<file path="src/rtl/ctrl_pkg.sv">
// ctrl_pkg -- shared definitions for the multicycle MIPS control path.
//   state_e   : control FSM states
//   iclass_e  : instruction classes produced by ctrl_decode
//   OP_*/FN_* : opcode and R-type funct encodings
//   ALU_*     : alu_op codes
//   SRCB_*    : alu_src_b mux encodings (shared with the datapath)
//   PCSRC_*   : pc_source mux encodings (shared with the datapath)
//   EXC_*     : exc_cause encodings
package ctrl_pkg;

  typedef enum logic [4:0] {
    ST_RESET,
    ST_FETCH,
    ST_FETCH_WAIT,
    ST_DECODE,
    ST_EXEC_R,
    ST_WB_R,
    ST_JR,
    ST_EXEC_I,
    ST_WB_I,
    ST_MEM_ADDR,
    ST_MEM_RD,
    ST_MEM_RD_WAIT,
    ST_WB_LW,
    ST_MEM_WR,
    ST_BRANCH,
    ST_JUMP,
    ST_EXC_SAVE,
    ST_EXC_JUMP
  } state_e;

  typedef enum logic [3:0] {
    CLS_RTYPE,
    CLS_JR,
    CLS_ADDI,
    CLS_LW,
    CLS_SW,
    CLS_BEQ,
    CLS_BNE,
    CLS_J,
    CLS_INVALID
  } iclass_e;

  localparam logic [5:0] OP_RTYPE = 6'h00;
  localparam logic [5:0] OP_J     = 6'h02;
  localparam logic [5:0] OP_BEQ   = 6'h04;
  localparam logic [5:0] OP_BNE   = 6'h05;
  localparam logic [5:0] OP_ADDI  = 6'h08;
  localparam logic [5:0] OP_LW    = 6'h23;
  localparam logic [5:0] OP_SW    = 6'h2B;

  localparam logic [5:0] FN_JR  = 6'h08;
  localparam logic [5:0] FN_ADD = 6'h20;
  localparam logic [5:0] FN_SUB = 6'h22;
  localparam logic [5:0] FN_AND = 6'h24;
  localparam logic [5:0] FN_OR  = 6'h25;
  localparam logic [5:0] FN_SLT = 6'h2A;

  localparam logic [2:0] ALU_NOP = 3'b000;
  localparam logic [2:0] ALU_ADD = 3'b001;
  localparam logic [2:0] ALU_SUB = 3'b010;
  localparam logic [2:0] ALU_AND = 3'b011;
  localparam logic [2:0] ALU_OR  = 3'b100;
  localparam logic [2:0] ALU_SLT = 3'b111;

  localparam logic [1:0] SRCB_IMM     = 2'b00;
  localparam logic [1:0] SRCB_FOUR    = 2'b01;
  localparam logic [1:0] SRCB_REGB    = 2'b10;
  localparam logic [1:0] SRCB_IMM_SH2 = 2'b11;

  localparam logic [1:0] PCSRC_ALU    = 2'b00;
  localparam logic [1:0] PCSRC_ALUOUT = 2'b01;
  localparam logic [1:0] PCSRC_JUMP   = 2'b10;
  localparam logic [1:0] PCSRC_EXC    = 2'b11;

  localparam logic EXC_OVERFLOW = 1'b0;
  localparam logic EXC_INVALID  = 1'b1;

  // Conditional-branch decision: beq on zero, bne on not-zero.
  function automatic logic branch_taken(input iclass_e cls, input logic zero);
    return ((cls == CLS_BEQ) && zero) || ((cls == CLS_BNE) && !zero);
  endfunction

endpackage

</file>
<file path="src/rtl/ctrl_decode.sv">
// ctrl_decode -- combinational instruction classifier.
//   opcode   in  IR[31:26]
//   funct    in  IR[5:0]
//   iclass   out instruction class (CLS_INVALID for unsupported encodings)
//   r_alu_op out ALU operation for R-type execute (OR for jr pass-through)
//   ovf_chk  out instruction traps on signed overflow (add, sub, addi)
//   invalid  out opcode/funct combination is not supported
module ctrl_decode
  import ctrl_pkg::*;
(
  input  logic [5:0] opcode,
  input  logic [5:0] funct,
  output iclass_e    iclass,
  output logic [2:0] r_alu_op,
  output logic       ovf_chk,
  output logic       invalid
);

  always_comb begin
    iclass   = CLS_INVALID;
    r_alu_op = ALU_NOP;
    ovf_chk  = 1'b0;
    case (opcode)
      OP_RTYPE: begin
        case (funct)
          FN_ADD: begin iclass = CLS_RTYPE; r_alu_op = ALU_ADD; ovf_chk = 1'b1; end
          FN_SUB: begin iclass = CLS_RTYPE; r_alu_op = ALU_SUB; ovf_chk = 1'b1; end
          FN_AND: begin iclass = CLS_RTYPE; r_alu_op = ALU_AND; end
          FN_OR:  begin iclass = CLS_RTYPE; r_alu_op = ALU_OR;  end
          FN_SLT: begin iclass = CLS_RTYPE; r_alu_op = ALU_SLT; end
          // jr routes reg A through ALUOut as A | $zero
          FN_JR:  begin iclass = CLS_JR;    r_alu_op = ALU_OR;  end
          default: ;
        endcase
      end
      OP_ADDI: begin iclass = CLS_ADDI; ovf_chk = 1'b1; end
      OP_LW:   iclass = CLS_LW;
      OP_SW:   iclass = CLS_SW;
      OP_BEQ:  iclass = CLS_BEQ;
      OP_BNE:  iclass = CLS_BNE;
      OP_J:    iclass = CLS_J;
      default: ;
    endcase
  end

  assign invalid = (iclass == CLS_INVALID);

endmodule

</file>
<file path="src/rtl/multicycle_ctrl.sv">
// multicycle_ctrl -- Moore control FSM for the multicycle MIPS datapath.
// Optional feature macro: MULTICYCLE_CTRL_EXCEPTION_EN (overflow / invalid
// opcode exceptions through EXC_SAVE and EXC_JUMP). Without it, overflow is
// ignored and invalid encodings retire as a NOP.
// Ports:
//   clk, reset            clock (rising edge), async active-high reset
//   opcode, funct         instruction-register fields
//   zero, overflow        ALU flags (current cycle)
//   pc_write, pc_source   PC load enable / PC source select
//   iord                  memory address select (0 PC, 1 ALUOut)
//   mem_read, mem_write   memory strobes
//   ir_write              IR load enable
//   reg_write, reg_dst    register-file write enable / dest select
//   mem_to_reg            write-back data select
//   alu_src_a, alu_src_b  ALU operand selects
//   alu_op                ALU operation
//   epc_write, exc_cause  EPC load enable / exception cause
module multicycle_ctrl
  import ctrl_pkg::*;
(
  input  logic       clk,
  input  logic       reset,
  input  logic [5:0] opcode,
  input  logic [5:0] funct,
  input  logic       zero,
  input  logic       overflow,
  output logic       pc_write,
  output logic [1:0] pc_source,
  output logic       iord,
  output logic       mem_read,
  output logic       mem_write,
  output logic       ir_write,
  output logic       reg_write,
  output logic       reg_dst,
  output logic       mem_to_reg,
  output logic       alu_src_a,
  output logic [1:0] alu_src_b,
  output logic [2:0] alu_op,
  output logic       epc_write,
  output logic       exc_cause
);

  state_e     state_q, state_d;
  iclass_e    iclass;
  logic [2:0] r_alu_op;
  logic       ovf_chk;
  logic       invalid;

  ctrl_decode u_decode (
    .opcode   (opcode),
    .funct    (funct),
    .iclass   (iclass),
    .r_alu_op (r_alu_op),
    .ovf_chk  (ovf_chk),
    .invalid  (invalid)
  );

`ifdef MULTICYCLE_CTRL_EXCEPTION_EN
  logic cause_q, cause_d;
`else
  logic unused_flags;
  assign unused_flags = overflow ^ ovf_chk;
`endif

  // Next-state logic. Invalid encodings (bad opcode or bad R-type funct)
  // are resolved in DECODE so the exception path is DECODE + 2 cycles.
  always_comb begin
    state_d = state_q;
`ifdef MULTICYCLE_CTRL_EXCEPTION_EN
    cause_d = cause_q;
`endif
    case (state_q)
      ST_RESET:      state_d = ST_FETCH;
      ST_FETCH:      state_d = ST_FETCH_WAIT;
      ST_FETCH_WAIT: state_d = ST_DECODE;
      ST_DECODE: begin
        if (invalid) begin
`ifdef MULTICYCLE_CTRL_EXCEPTION_EN
          state_d = ST_EXC_SAVE;
          cause_d = EXC_INVALID;
`else
          state_d = ST_FETCH;
`endif
        end else begin
          case (iclass)
            CLS_RTYPE, CLS_JR: state_d = ST_EXEC_R;
            CLS_ADDI:          state_d = ST_EXEC_I;
            CLS_LW, CLS_SW:    state_d = ST_MEM_ADDR;
            CLS_BEQ, CLS_BNE:  state_d = ST_BRANCH;
            CLS_J:             state_d = ST_JUMP;
            default:           state_d = ST_FETCH;
          endcase
        end
      end
      ST_EXEC_R: begin
        if (iclass == CLS_JR) state_d = ST_JR;
`ifdef MULTICYCLE_CTRL_EXCEPTION_EN
        else if (ovf_chk && overflow) begin
          state_d = ST_EXC_SAVE;
          cause_d = EXC_OVERFLOW;
        end
`endif
        else state_d = ST_WB_R;
      end
      ST_EXEC_I: begin
`ifdef MULTICYCLE_CTRL_EXCEPTION_EN
        if (ovf_chk && overflow) begin
          state_d = ST_EXC_SAVE;
          cause_d = EXC_OVERFLOW;
        end else
`endif
        state_d = ST_WB_I;
      end
      ST_MEM_ADDR:    state_d = (iclass == CLS_LW) ? ST_MEM_RD : ST_MEM_WR;
      ST_MEM_RD:      state_d = ST_MEM_RD_WAIT;
      ST_MEM_RD_WAIT: state_d = ST_WB_LW;
`ifdef MULTICYCLE_CTRL_EXCEPTION_EN
      ST_EXC_SAVE:    state_d = ST_EXC_JUMP;
`endif
      default:        state_d = ST_FETCH;
    endcase
  end

  always_ff @(posedge clk or posedge reset) begin
    if (reset) begin
      state_q <= ST_RESET;
`ifdef MULTICYCLE_CTRL_EXCEPTION_EN
      cause_q <= 1'b0;
`endif
    end else begin
      state_q <= state_d;
`ifdef MULTICYCLE_CTRL_EXCEPTION_EN
      cause_q <= cause_d;
`endif
    end
  end

  // Output decode from the state register. Because reset forces state_q to
  // ST_RESET asynchronously, every strobe drops as soon as reset rises.
  always_comb begin
    pc_write   = 1'b0;
    pc_source  = PCSRC_ALU;
    iord       = 1'b0;
    mem_read   = 1'b0;
    mem_write  = 1'b0;
    ir_write   = 1'b0;
    reg_write  = 1'b0;
    reg_dst    = 1'b0;
    mem_to_reg = 1'b0;
    alu_src_a  = 1'b0;
    alu_src_b  = SRCB_IMM;
    alu_op     = ALU_NOP;
    epc_write  = 1'b0;
    exc_cause  = 1'b0;
    case (state_q)
      ST_FETCH: begin
        mem_read  = 1'b1;
        alu_src_b = SRCB_FOUR;
        alu_op    = ALU_ADD;
        pc_source = PCSRC_ALU;
        pc_write  = 1'b1;
      end
      ST_FETCH_WAIT: begin
        mem_read = 1'b1;
        ir_write = 1'b1;
      end
      ST_DECODE: begin
        alu_src_b = SRCB_IMM_SH2;
        alu_op    = ALU_ADD;
      end
      ST_EXEC_R: begin
        alu_src_a = 1'b1;
        alu_src_b = SRCB_REGB;
        alu_op    = r_alu_op;
      end
      ST_WB_R: begin
        reg_write = 1'b1;
        reg_dst   = 1'b1;
      end
      ST_JR: begin
        pc_write  = 1'b1;
        pc_source = PCSRC_ALUOUT;
      end
      ST_EXEC_I, ST_MEM_ADDR: begin
        alu_src_a = 1'b1;
        alu_src_b = SRCB_IMM;
        alu_op    = ALU_ADD;
      end
      ST_WB_I: reg_write = 1'b1;
      ST_MEM_RD, ST_MEM_RD_WAIT: begin
        iord     = 1'b1;
        mem_read = 1'b1;
      end
      ST_WB_LW: begin
        reg_write  = 1'b1;
        mem_to_reg = 1'b1;
      end
      ST_MEM_WR: begin
        iord      = 1'b1;
        mem_write = 1'b1;
      end
      ST_BRANCH: begin
        alu_src_a = 1'b1;
        alu_src_b = SRCB_REGB;
        alu_op    = ALU_SUB;
        pc_source = PCSRC_ALUOUT;
        // only Mealy output: depends on the live zero flag
        pc_write  = branch_taken(iclass, zero);
      end
      ST_JUMP: begin
        pc_source = PCSRC_JUMP;
        pc_write  = 1'b1;
      end
`ifdef MULTICYCLE_CTRL_EXCEPTION_EN
      ST_EXC_SAVE: begin
        // ALU computes PC-4 (address of the faulting instruction) for EPC
        alu_src_b = SRCB_FOUR;
        alu_op    = ALU_SUB;
        epc_write = 1'b1;
        exc_cause = cause_q;
      end
      ST_EXC_JUMP: begin
        pc_source = PCSRC_EXC;
        pc_write  = 1'b1;
      end
`endif
      default: ;
    endcase
  end

endmodule

</file>
<file path="config.mk">
export PLATFORM = sky130hd
export DESIGN_NAME = multicycle_ctrl
export DESIGN_NICKNAME = d
export VERILOG_FILES = /design/src/rtl/ctrl_pkg.sv /design/src/rtl/ctrl_decode.sv /design/src/rtl/multicycle_ctrl.sv
export SDC_FILE = /design/constraint.sdc
export NUM_CORES = 1
export LEC_CHECK = 0
export ABC_AREA = 1
export ABC_CLOCK_PERIOD_IN_PS = 3750
export CAP_MARGIN = 20
export CORE_MARGIN = 2
export CORE_UTILIZATION = 47
export DETAILED_ROUTE_END_ITERATION = 7
export GPL_TIMING_DRIVEN = 0
export HOLD_SLACK_MARGIN = 0.06
export PLACE_DENSITY = 0.91
export SYNTH_ARGS = -nofsm -noshare
export SYNTH_HDL_FRONTEND = slang
export SYNTH_SLANG_ARGS = --single-unit
export TNS_END_PERCENT = 100
</file>
<file path="constraint.sdc">
create_clock -name clk -period 3.75 [get_ports clk]
set_clock_uncertainty 0.15 [all_clocks]
set_input_delay 0.375 -clock clk [delete_from_list [all_inputs] [get_ports clk]]
set_output_delay 0.375 -clock clk [all_outputs]
set_load 0.005 [all_outputs]
</file>
# After elaboration in Yosys (flattened, before gate mapping)
# Memories as Yosys holds them, arrays and structs flattened.
# Cells that the tools add are included.
[word_totals] out_inout_bits=18 ramBits=0 n_memories=1 regBits=5 romBits=32 latchBits=0 wordCells=70
[memory_table] memory="(name not given)" depth=8 word_bits=4 rd=1 rd_clocked_by_memory_dff=0 wr=0 line="multicycle_ctrl.sv:85" text="case (iclass)"
[op_classes] mul=0 n_div=0 n_addsub=0 n_mux=21 eq_ne=32 n_shift=0 n_bitwise=0 order_cmp=0 reduce_logical=15
[op_table] cell="6-bit == test, second input constant" n=7
[op_table] cell="5-bit by 4-bit == test with 1-bit output, second input constant" n=8
[op_table] cell="5-bit case mux with 8 select lines" n=1
[op_table] cell="4-bit case mux with 7 select lines" n=1
[op_table] cell="5-bit by 3-bit == test with 1-bit output, second input constant" n=4
[op_table] cell="3-bit case mux with 5 select lines" n=1
[op_table] cell="6-bit by 3-bit == test with 1-bit output, second input constant" n=2
[op_table] cell="6-bit by 4-bit == test with 1-bit output, second input constant" n=2
[op_table] cell="4-bit OR reduction" n=3
[op_table] cell="5-bit by 2-bit == test with 1-bit output, second input constant" n=2
[op_table] cell="5-bit two-way mux" n=2
[op_table] cell="3-bit case mux with 3 select lines" n=1
[op_table] cell="3-bit OR reduction" n=3
[op_table] cell="4-bit by 3-bit == test with 1-bit output, second input constant" n=2
[op_table] cell="1-bit two-way mux" n=8
[op_table] cell="4-bit case mux with 2 select lines" n=1
[op_table] cell="6-bit by 2-bit == test with 1-bit output, second input constant" n=1
[op_table] cell="6-bit logical NOT" n=1
[op_table] cell="3-bit two-way mux" n=2
[op_table] cell="2-bit case mux with 3 select lines" n=1
[op_table] cell="2-bit OR reduction" n=3
[op_table] cell="5-bit by 1-bit == test with 1-bit output, second input constant" n=1
[op_table] cell="5-bit OR reduction" n=1
[op_table] cell="4-bit by 1-bit == test with 1-bit output, second input constant" n=1
[op_table] cell="8 further kinds" n=9

# Depth between registers and ports, before layout
[depth] depth_word=8 mapped_depth=12

# Cells and area by module
# A second synthesis with hierarchy kept.
[unflattened] cells_unflattened=182 area_unflattened_um2=959.7
[modules_own_cells] module="multicycle_ctrl" cells_each=108 area_each_um2=609.3 n_inst=1
[modules_own_cells] module="ctrl_decode" cells_each=74 area_each_um2=350.3 n_inst=1

# Least setup slack after synthesis
# Ideal clock, no wire load.
[synth_path] kind="input -> output" start="input opcode[3]" end="output pc_write" setup_slack_ns=1.731 n_path_buf=0 path_stages=7 required_ns=3.225 arrival_ns=1.494 cell_sequence="nor2_2 -> nand3_2 -> o211a_1 -> nand2_1 -> ha_1 -> a21oi_1 -> o31ai_1"
[synth_via] elab_chain_cells=6 elab_cells_between_ends=14
[synth_lines] item="start, declared" line="multicycle_ctrl.sv:23" text="input logic [5:0] opcode,"
[synth_lines] item="6-bit by 2-bit == test with 1-bit output (tied with other cells)" line="ctrl_decode.sv:23" text="case (opcode)"
[synth_lines] item="4-bit case mux with 7 select lines *" line="ctrl_decode.sv:23"
[synth_lines] item="4-bit by 3-bit == test with 1-bit output" line="ctrl_pkg.sv:81" text="return ((cls == CLS_BEQ) && zero) || ((cls == CLS_BNE) && !zero);"
[synth_lines] item="1-bit logical AND" line="ctrl_pkg.sv:81"
[synth_lines] item="1-bit logical OR *" line="ctrl_pkg.sv:81"
[synth_lines] item="1-bit case mux with 2 select lines *" line="multicycle_ctrl.sv:155" text="case (state_q)"
[synth_lines] item="end, declared" line="multicycle_ctrl.sv:27" text="output logic pc_write,"
# Every way passes the cells marked *; elsewhere a longest branch is shown, timed or not.

# Final worst setup path
[layout_path] start="input opcode[4]" end="output pc_write"
# The elaborated chain is that of the path after synthesis.

==> results.py <==
metrics = {
    "status": {
        "status": "finished clean",
    },
    "timing": {
        "finalCritPeriodShare_pct": 84.99,
        "setup_violations": 0,
        "maxSlewViolCount": 0,
        "hold_viol_final": 0,
        "rsz0062_at_grt": "false",
        "fin_setup_tns_ns": 0,
        "fmax_mhz": 313.8,
        "period_needed_ns": 3.187,
        "final.setup.worst_slack_ns": 0.5627,
    },
    "detailed_routing": {
        "drt-initial-drc-count": 25,
        "drc": 0,
        "wl_per_cell_um": 10.23,
        "viasPerCell": 5.132,
        "drt-total-wl_mm": 2.322,
        "ant_nets": 0,
        "first_pass_iters": 4,
        "vias": 1165,
    },
    "cts": {
        "cts-resized-gates": 0,
        "cts_root_buffer": "clkbuf_4",
        "cts_setup_buffers": 0,
        "cts_tree": "built",
        "cts_made_buffers": 3,
        "cts.path.max_buffers": 2,
        "clk_pin_slew_ns": 0.04,
        "hold_buffers": 0,
        "clock_latency_ns": 0.25,
        "numClockSinks": 4,
        "htreeDepth": 1,
    },
    "worst_setup_path": {
        "cp-start-kind": "input port",
        "r2r_end": "state_q[0]",
        "r2r_cells": 8,
        "cp_max_fo": 5,
        "arrival_ns": 2.66,
        "r2r-start": "state_q[3]",
        "cp-startpoint": "opcode[4]",
        "critPathKind": "input port to output port",
        "setup.worst_path.end_class": "output port",
        "required_ns": 3.22,
        "r2r_slack_ns": 2.00,
    },
    "final_layout": {
        "n_fill_cell": 166,
        "num_antenna_cells": 0,
        "top_register": "state_q",
        "regArea_um2": 100.1,
        "drive_gt1_share_pct": 12.87,
        "area_delta_synth_final_pct": 39.83,
        "layout.nets": 224,
        "largest_reg_flops": 4,
        "multiInputGateArea_um2": 644.4,
        "stdcell_area_um2": 1256,
        "final_common_cell": "nor2_1",
        "layout_common_cells": "nor2_1, inv_1, clkdlybuf4s50_1",
        "top_regs": "state_q: 4 flops",
    },
    "global_routing": {
        "globalRouteOverflowTotal": 0,
        "grt_pass1_vias": 1036,
        "grt_max_degree": 7,
        "grtUsageTotal_pct": 23.15,
        "antenna_found_initial": 0,
        "grt_pass1_wl_mm": 3.857,
    },
    "logic_synthesis": {
        "yosysSeqAreaShare_pct": 11.14,
        "synth_area_per_cell_um2": 5.347,
        "ys_seq_elements": 4,
        "synthCells": 168,
        "synth_cell_type_count": 20,
        "synth.cell_area_um2": 898.4,
        "ys_warn_count": 0,
    },
    "floorplan": {
        "io_pins": 34,
        "start_util_pct": 50.92,
        "rows": 15,
        "dieArea_um2": 2277,
        "die_w_um": 47.72,
        "core-area_um2": 1764,
        "die_h_um": 47.72,
    },
    "pwr": {
        "p_leak_nw": 0.6625,
        "ir_worst_vdd_mv": 0.2242,
        "powerDensity_nw_per_um2": 407.3,
    },
    "placement": {
        "dp_slack_ns": 0.5525,
        "place_area_um2": 1234,
        "place.gp.congestion": 0.9044,
        "portBuffers": 30,
        "post-dp-hpwl_mm": 1.993,
    },
    "hold_path": {
        "hold_class": "input port to async pin",
    },
    "flow_run": {
        "cap_violations": 0,
    },
}
synthesized netlist by cell type (all sizes together):
| master | instances | share of area (%) |
|---|---|---|
| a21oi | 4 | 2.2 |
| dfrtp | 4 | 11 |
| nor2 | 48 | 25 |
| o211a | 1 | 1.1 |
| nand4 | 6 | 4.2 |
| a31oi | 1 | 0.70 |
| buf | 2 | 1.7 |
| nand3 | 21 | 14 |
| conb | 1 | 0.42 |
| o21ai | 7 | 3.9 |
| o31ai | 2 | 1.7 |
| inv | 38 | 16 |
| ha | 4 | 5.6 |
| a211oi | 1 | 0.84 |
| nand2 | 28 | 12 |
logic make-up after synthesis:
kind of cell | share of synthesized area (%)
buffers and inverters | 17.55
adder cells (fa/ha/maj) | 5.571
flip-flops | 11.14
AO/OA/AOI/OAI | 10.45
AND/OR/NAND/NOR | 54.88
other | 0.4174
through the flow:
| step | hold WS, ns | util [%] | power [mW] | instances |
|---|---|---|---|---|
| global route | 0.1819 | 71.21 | 0.5651 | 227 |
| finish | 0.1550 | 71.21 | 0.5117 | 227 |
| global placement | 0.4074 | 69.93 | 0.4424 | 224 |
| floorplan | -0.008918 | - | 0.2764 | 169 |
| CTS | 0.1616 | 71.21 | 0.5097 | 227 |
| detailed placement | 0.4196 | 69.93 | 0.4527 | 224 |
final cells by class:
cell class / count / area share (%)
multi-input combinational: 125 / 51.30
timing repair buffer: 30 / 23.90
inverter: 38 / 11.35
sequential: 4 / 7.968
tap: 25 / 2.490
clock buffer: 3 / 1.793
buffer: 2 / 1.195
where the power goes:
part,total (mW),switching (mW),internal (mW)
Clock,0.0577,0.0216,0.0361
Combinational,0.376,0.194,0.182
Sequential,0.0780,0.0169,0.0611
worst max-delay path: stages:
cell and delay [ns]:
clkdlybuf4s50_1 0.49, nor2_4 0.20, nand3_2 0.16, o211a_1 0.25, nand2_1 0.11, ha_1 0.23
a21oi_1 0.09, o31ai_1 0.22, clkdlybuf4s50_1 0.54
layer usage:
metal  global-route usage (%)  vias to the layer above  share of wire, %
li1                         -                      599                 -
met4                    10.81                        0               1.9
met5                        0                        -                 0
met2                    45.87                       42                53
met1                    23.87                      518                41
met3                    1.887                        6               4.0
worst max-delay path by stage:
stage,endpoint,slack (ns),depth (start not counted)
final,pc_write,0.56,9
after floorplan,pc_write,1.73,7
after CTS,pc_write,0.55,9
after global routing,pc_write,0.45,9
after global placement,pc_write,0.59,9
after detailed placement,pc_write,0.55,9
No activity file was read; power rests on OpenSTA's default activity.
==> RTL change 1 (same settings) <==
Register the inputs `opcode`, `funct` and `zero` before use. The logic sees them one clock later. The other inputs are not delayed to match. Comments in the files are not updated.
--- a/src/rtl/multicycle_ctrl.sv
+++ b/src/rtl/multicycle_ctrl.sv
@@ -40,6 +40,16 @@
   output logic       exc_cause
 );
 
+  logic [5:0] opcode_q;
+  logic [5:0] funct_q;
+  logic zero_q;
+
+  always_ff @(posedge clk) begin
+    opcode_q <= opcode;
+    funct_q  <= funct;
+    zero_q   <= zero;
+  end
+
   state_e     state_q, state_d;
   iclass_e    iclass;
   logic [2:0] r_alu_op;
@@ -47,8 +57,8 @@
   logic       invalid;
 
   ctrl_decode u_decode (
-    .opcode   (opcode),
-    .funct    (funct),
+    .opcode   (opcode_q),
+    .funct    (funct_q),
     .iclass   (iclass),
     .r_alu_op (r_alu_op),
     .ovf_chk  (ovf_chk),
@@ -205,7 +215,7 @@
         alu_op    = ALU_SUB;
         pc_source = PCSRC_ALUOUT;
         // only Mealy output: depends on the live zero flag
-        pc_write  = branch_taken(iclass, zero);
+        pc_write  = branch_taken(iclass, zero_q);
       end
       ST_JUMP: begin
         pc_source = PCSRC_JUMP;
Behaviour: not the same (Yosys sat finds a counterexample within 10 cycles, from zero or initial values and one cycle with reset high).
==> RTL change 1 against the original RTL <==
- total power grew 57%
- global-route usage is 3.8 points lower
- final cell count up 5.7%
- cell area up 19%
- synthesized cell count increased by 5.4%
- setup slack gained 0.079 ns
- count of clock-buffer cells in the layout unchanged
- synthesized area up 25%
- wire length increased by 0.26%
- sequential cell count up 13
- fmax is 2.5% higher
- critical path type is now flip-flop to output pin
- worst hold slack lost 0.083 ns
==> RTL change 1: results (changes against the original RTL) <==
status: "completed"
fin_nets: 234  # +4.5%
pre_cts_slack_ns: 0.9897  # +0.4372 ns
layout-drive-gt1-share_pct: 8.962  # -3.9 points
numPlacedInstances: 236  # +5.4%
gp_congestion: 0.8664  # -4.2%
fin_crit_ns: 3.108  # -0.07877 ns
muxShareOfSynthArea_pct: 0.8889  # +0.89 points
grt.total_usage_pct: 19.33  # -3.8 points
avgSynthCellArea_sq_um: 6.362  # +19%
synth_ff_type: "dfxtp_1"
cpPeakStageDelay_ns: 0.56  # +0.02 ns
grt_pass1_wl_mm: 3.946  # +2.3%
cts_buffers: 3  # unchanged
synth_xor_area_share_pct: 0  # unchanged
antenna_found_initial: 0  # unchanged
ff2ff_setup_slack_ns: 1.65  # -0.35 ns
path_max_fanout: 3  # -2
rr_worst_depth: 12  # +4
cp-start-kind: "flip-flop"
hold_ws_ns: 0.07192  # -0.08312 ns
use_met3_pct: 3.390  # +1.5 points
finalNonFillerCells: 240  # +5.7%
path_clk_slew_ns: 0.11  # +0.07 ns
synth_most_common_cell: "nand2_1"
dpl_cell_area_sq_um: 1465  # +19%
p_leak_nw: 0.7942  # +20%
peakVddDrop_mv: 0.3932  # +75%
drt_iter0_drc: 38  # +52%
place_hpwl_mm: 1.908  # -4.3%
grt_max_degree: 12  # +5
post_cts_buffers: 0  # unchanged
critPathTopFamily: "buffers and inverters"
synthTopCellsByArea: "dfxtp_1 23%, nand2_1 12%, inv_1 11%, nor2_1 11%, dfrtp_1 8.9%"
use_met1_pct: 23.12  # -0.76 points
cts_resized: 0  # unchanged
use_met2_pct: 32.08  # -14 points
clkLatencyLatePin_ns: 0.31  # +0.06 ns
grt_pass1_vias: 1018  # -1.7%
cts-root-buf: "clkbuf_4"
ys_types: 24  # +20%
synth_compound_area_share_pct: 5.889  # -4.6 points
cts-htree-levels: 1  # unchanged
vias_per_cell: 4.963  # -3.3%
async_reset_ff_share_pct: 23.53  # -76 points
yosysSeqAreaShare_pct: 32.00  # +21 points
synth_commonest_cells: "35 x nand2_1, 34 x inv_1, 34 x nor2_1"
reg_top3: "funct_q x6, opcode_q x6, state_q x4"
arrival_ns: 2.58  # -0.08 ns
r2r-start: "opcode_q[2]"
post_drt_wl_per_cell_um: 9.700  # -5.2%
synth_adder_area_share_pct: 5.556  # -0.015 points
==> RTL change 1: layout make-up <==
| type | count | area (sq um) |
|---|---|---|
| plain buffers | 2 | 15.01 |
| clock buffers | 3 | 22.52 |
| clock inverters | 1 | 6.256 |
| fillers | 192 | 739.5 |
| inverters | 35 | 131.4 |
| multi-input cells | 124 | 623.1 |
| flip-flops and latches | 17 | 360.3 |
| well taps | 28 | 35.03 |
| repair buffers | 30 | 300.3 |
==> RTL change 1: where the power goes <==
group	switching [mW]	internal, mW	total [mW]
Clock	0.0661	0.0415	0.108
Combinational	0.222	0.234	0.455
Sequential	0.0277	0.212	0.240
==> RTL change 1: layer usage <==
| metal | vias up | share of wire, % |
|---|---|---|
| li1 | 611 | - |
| met1 | 535 | 44 |
| met2 | 39 | 48 |
| met3 | 6 | 6.1 |
| met4 | 0 | 2.1 |
| met5 | - | 0 |
==> RTL change 2 (config.mk and constraints unchanged) <==
Without the edit above. The option `MULTICYCLE_CTRL_EXCEPTION_EN` is turned on by a define.
--- a/src/rtl/multicycle_ctrl.sv
+++ b/src/rtl/multicycle_ctrl.sv
@@ -15,6 +15,8 @@
 //   alu_src_a, alu_src_b  ALU operand selects
 //   alu_op                ALU operation
 //   epc_write, exc_cause  EPC load enable / exception cause
+`define MULTICYCLE_CTRL_EXCEPTION_EN
+
 module multicycle_ctrl
   import ctrl_pkg::*;
 (
Formal check against the unedited RTL: not equivalent (Yosys sat finds a counterexample within 10 cycles, from zero or initial values and one cycle with reset high).
==> RTL change 2 against the original RTL <==
- sequential power rose by 46%
- critical endpoint unchanged
- worst hold slack improved by 0.030 ns
- highest routed layer unchanged
- total power is 16% higher
- die area grew 19%
- critical path depth stayed put
- via count grew 12%
- first-iteration DRC count grew to 3.0 times the old value
- synthesized area rose by 20%
- non-clock buffer count rose by 1
- setup slack got worse by 0.12 ns
- largest cell class unchanged
- wire length grew 17%
- sequential share of layout area up 2.2 points
- sequential cell count is 2 higher
- cell area up 17%
==> RTL change 2: results (changes against the original RTL) <==
grt_pass1_vias: 1179  # +14%
routed_wl_mm: 2.711  # +17%
ys_types: 28  # +40%
firstDrtPassIters: 4  # unchanged
syn_inst: 187  # +11%
peakVddDrop_mv: 0.2776  # +24%
cp_slowest_cell: "clkdlybuf4s50_1"
cpPeakStageDelay_ns: 0.54  # about the same
fillers: 215  # +30%
drt_iter0_drc: 76  # +200%
layout-drive-gt1-share_pct: 18.39  # +5.5 points
startpoint: "funct[1]"
syn_nets: 208
gp_congestion: 0.8292  # -8.3%
pre_cts_slack_ns: 0.4907  # -0.06174 ns
reg_top3: "state_q x5, cause_q x1"
yosys_warnings: 0  # unchanged
status: "completed"
synthTopCellsByArea: "dfrtp_1 14%, nand2_1 13%, nor2_1 12%, inv_1 9.7%, nand3_1 6.9%"
path_max_fanout: 4  # -1
cts_buffers: 3  # unchanged
grt.total_usage_pct: 22.35  # -0.80 points
cts-root-buf: "clkbuf_4"
vias: 1300  # +12%
arrival_ns: 2.78  # +0.12 ns
grt_pass1_wl_mm: 4.685  # +21%
r2r_end: "state_q[0]"
numPlacedInstances: 248  # +11%
r2r-start: "state_q[4]"
port_buffers: 33  # +10%
p_leak_nw: 0.7067  # +6.7%
grt_max_degree: 8  # +1
yosysSeqAreaShare_pct: 13.87  # +2.7 points
post_drt_wl_per_cell_um: 10.80  # +5.6%
antenna_found_initial: 0  # unchanged
place_hpwl_mm: 2.252  # +13%
synth_commonest_cells: "37 x nand2_1, 36 x nor2_1, 28 x inv_1"
-- RTL change 2: metal layers --
metal	vias to the layer above	wire [um]	GRT usage, %
li1	665	-	-
met5	-	0	0
met2	58	1309	40.51
met1	569	1188	27.29
met4	0	38	7.018
met3	8	176	2.299
-- RTL change 2: critical path: cells and delay by family --
family | cells | cell delay [ns]
multiplexers | 1 | 0.12
adder cells (fa/ha/maj) | 1 | 0.24
AND/OR/NAND/NOR | 3 | 0.52
AO/OA/AOI/OAI | 2 | 0.51
buffers and inverters | 2 | 1.00
-- RTL change 2: metrics by stage --
stage | area [sq um] | utilization, % | power, mW | hold slack, ns
floorplan | 1082 | - | 0.3420 | 0.01596
global placement | 1448 | 66.08 | 0.5164 | 0.3093
global route | 1470 | 67.10 | 0.6496 | 0.2103
CTS | 1470 | 67.10 | 0.5920 | 0.1962
detailed placement | 1448 | 66.08 | 0.5252 | 0.3168
finish | 1470 | 67.10 | 0.5953 | 0.1849
-- RTL change 2: kinds of logic (layout without fill, tap and decap cells) --
group | after synthesis | in the layout | share of synthesized area, %
compound gates | 20 | 20 | 12.72
fa+ha+maj | 5 | 5 | 5.780
buf+inv | 36 | 72 | 12.49
flops | 6 | 6 | 13.87
mux | 1 | 1 | 0.9249
simple gates | 119 | 119 | 54.22
-- RTL change 2: how the worst max path moves through the flow --
stage	end	slack [ns]	depth (start not counted)
global placement	pc_write	0.53	9
CTS	pc_write	0.49	9
global route	pc_write	0.31	9
detailed placement	pc_write	0.49	9
floorplan	pc_write	1.69	9
finish	pc_write	0.45	9
-- RTL change 2: power breakdown --
part           leakage (nW)  total [mW]  internal [mW]  switching (mW)
sequential           0.0759       0.114         0.0898          0.0238
combinational         0.617       0.417          0.201           0.216
clock                0.0138      0.0645         0.0365          0.0279
total                 0.707       0.595          0.328           0.268
-- RTL change 2: area by class of cell --
class | count | area share, %
timing repair buffer | 33 | 22.47
inverter | 36 | 9.192
clock buffer | 3 | 1.532
multi-input combinational | 145 | 54.21
tap | 28 | 2.383
sequential | 6 | 10.21
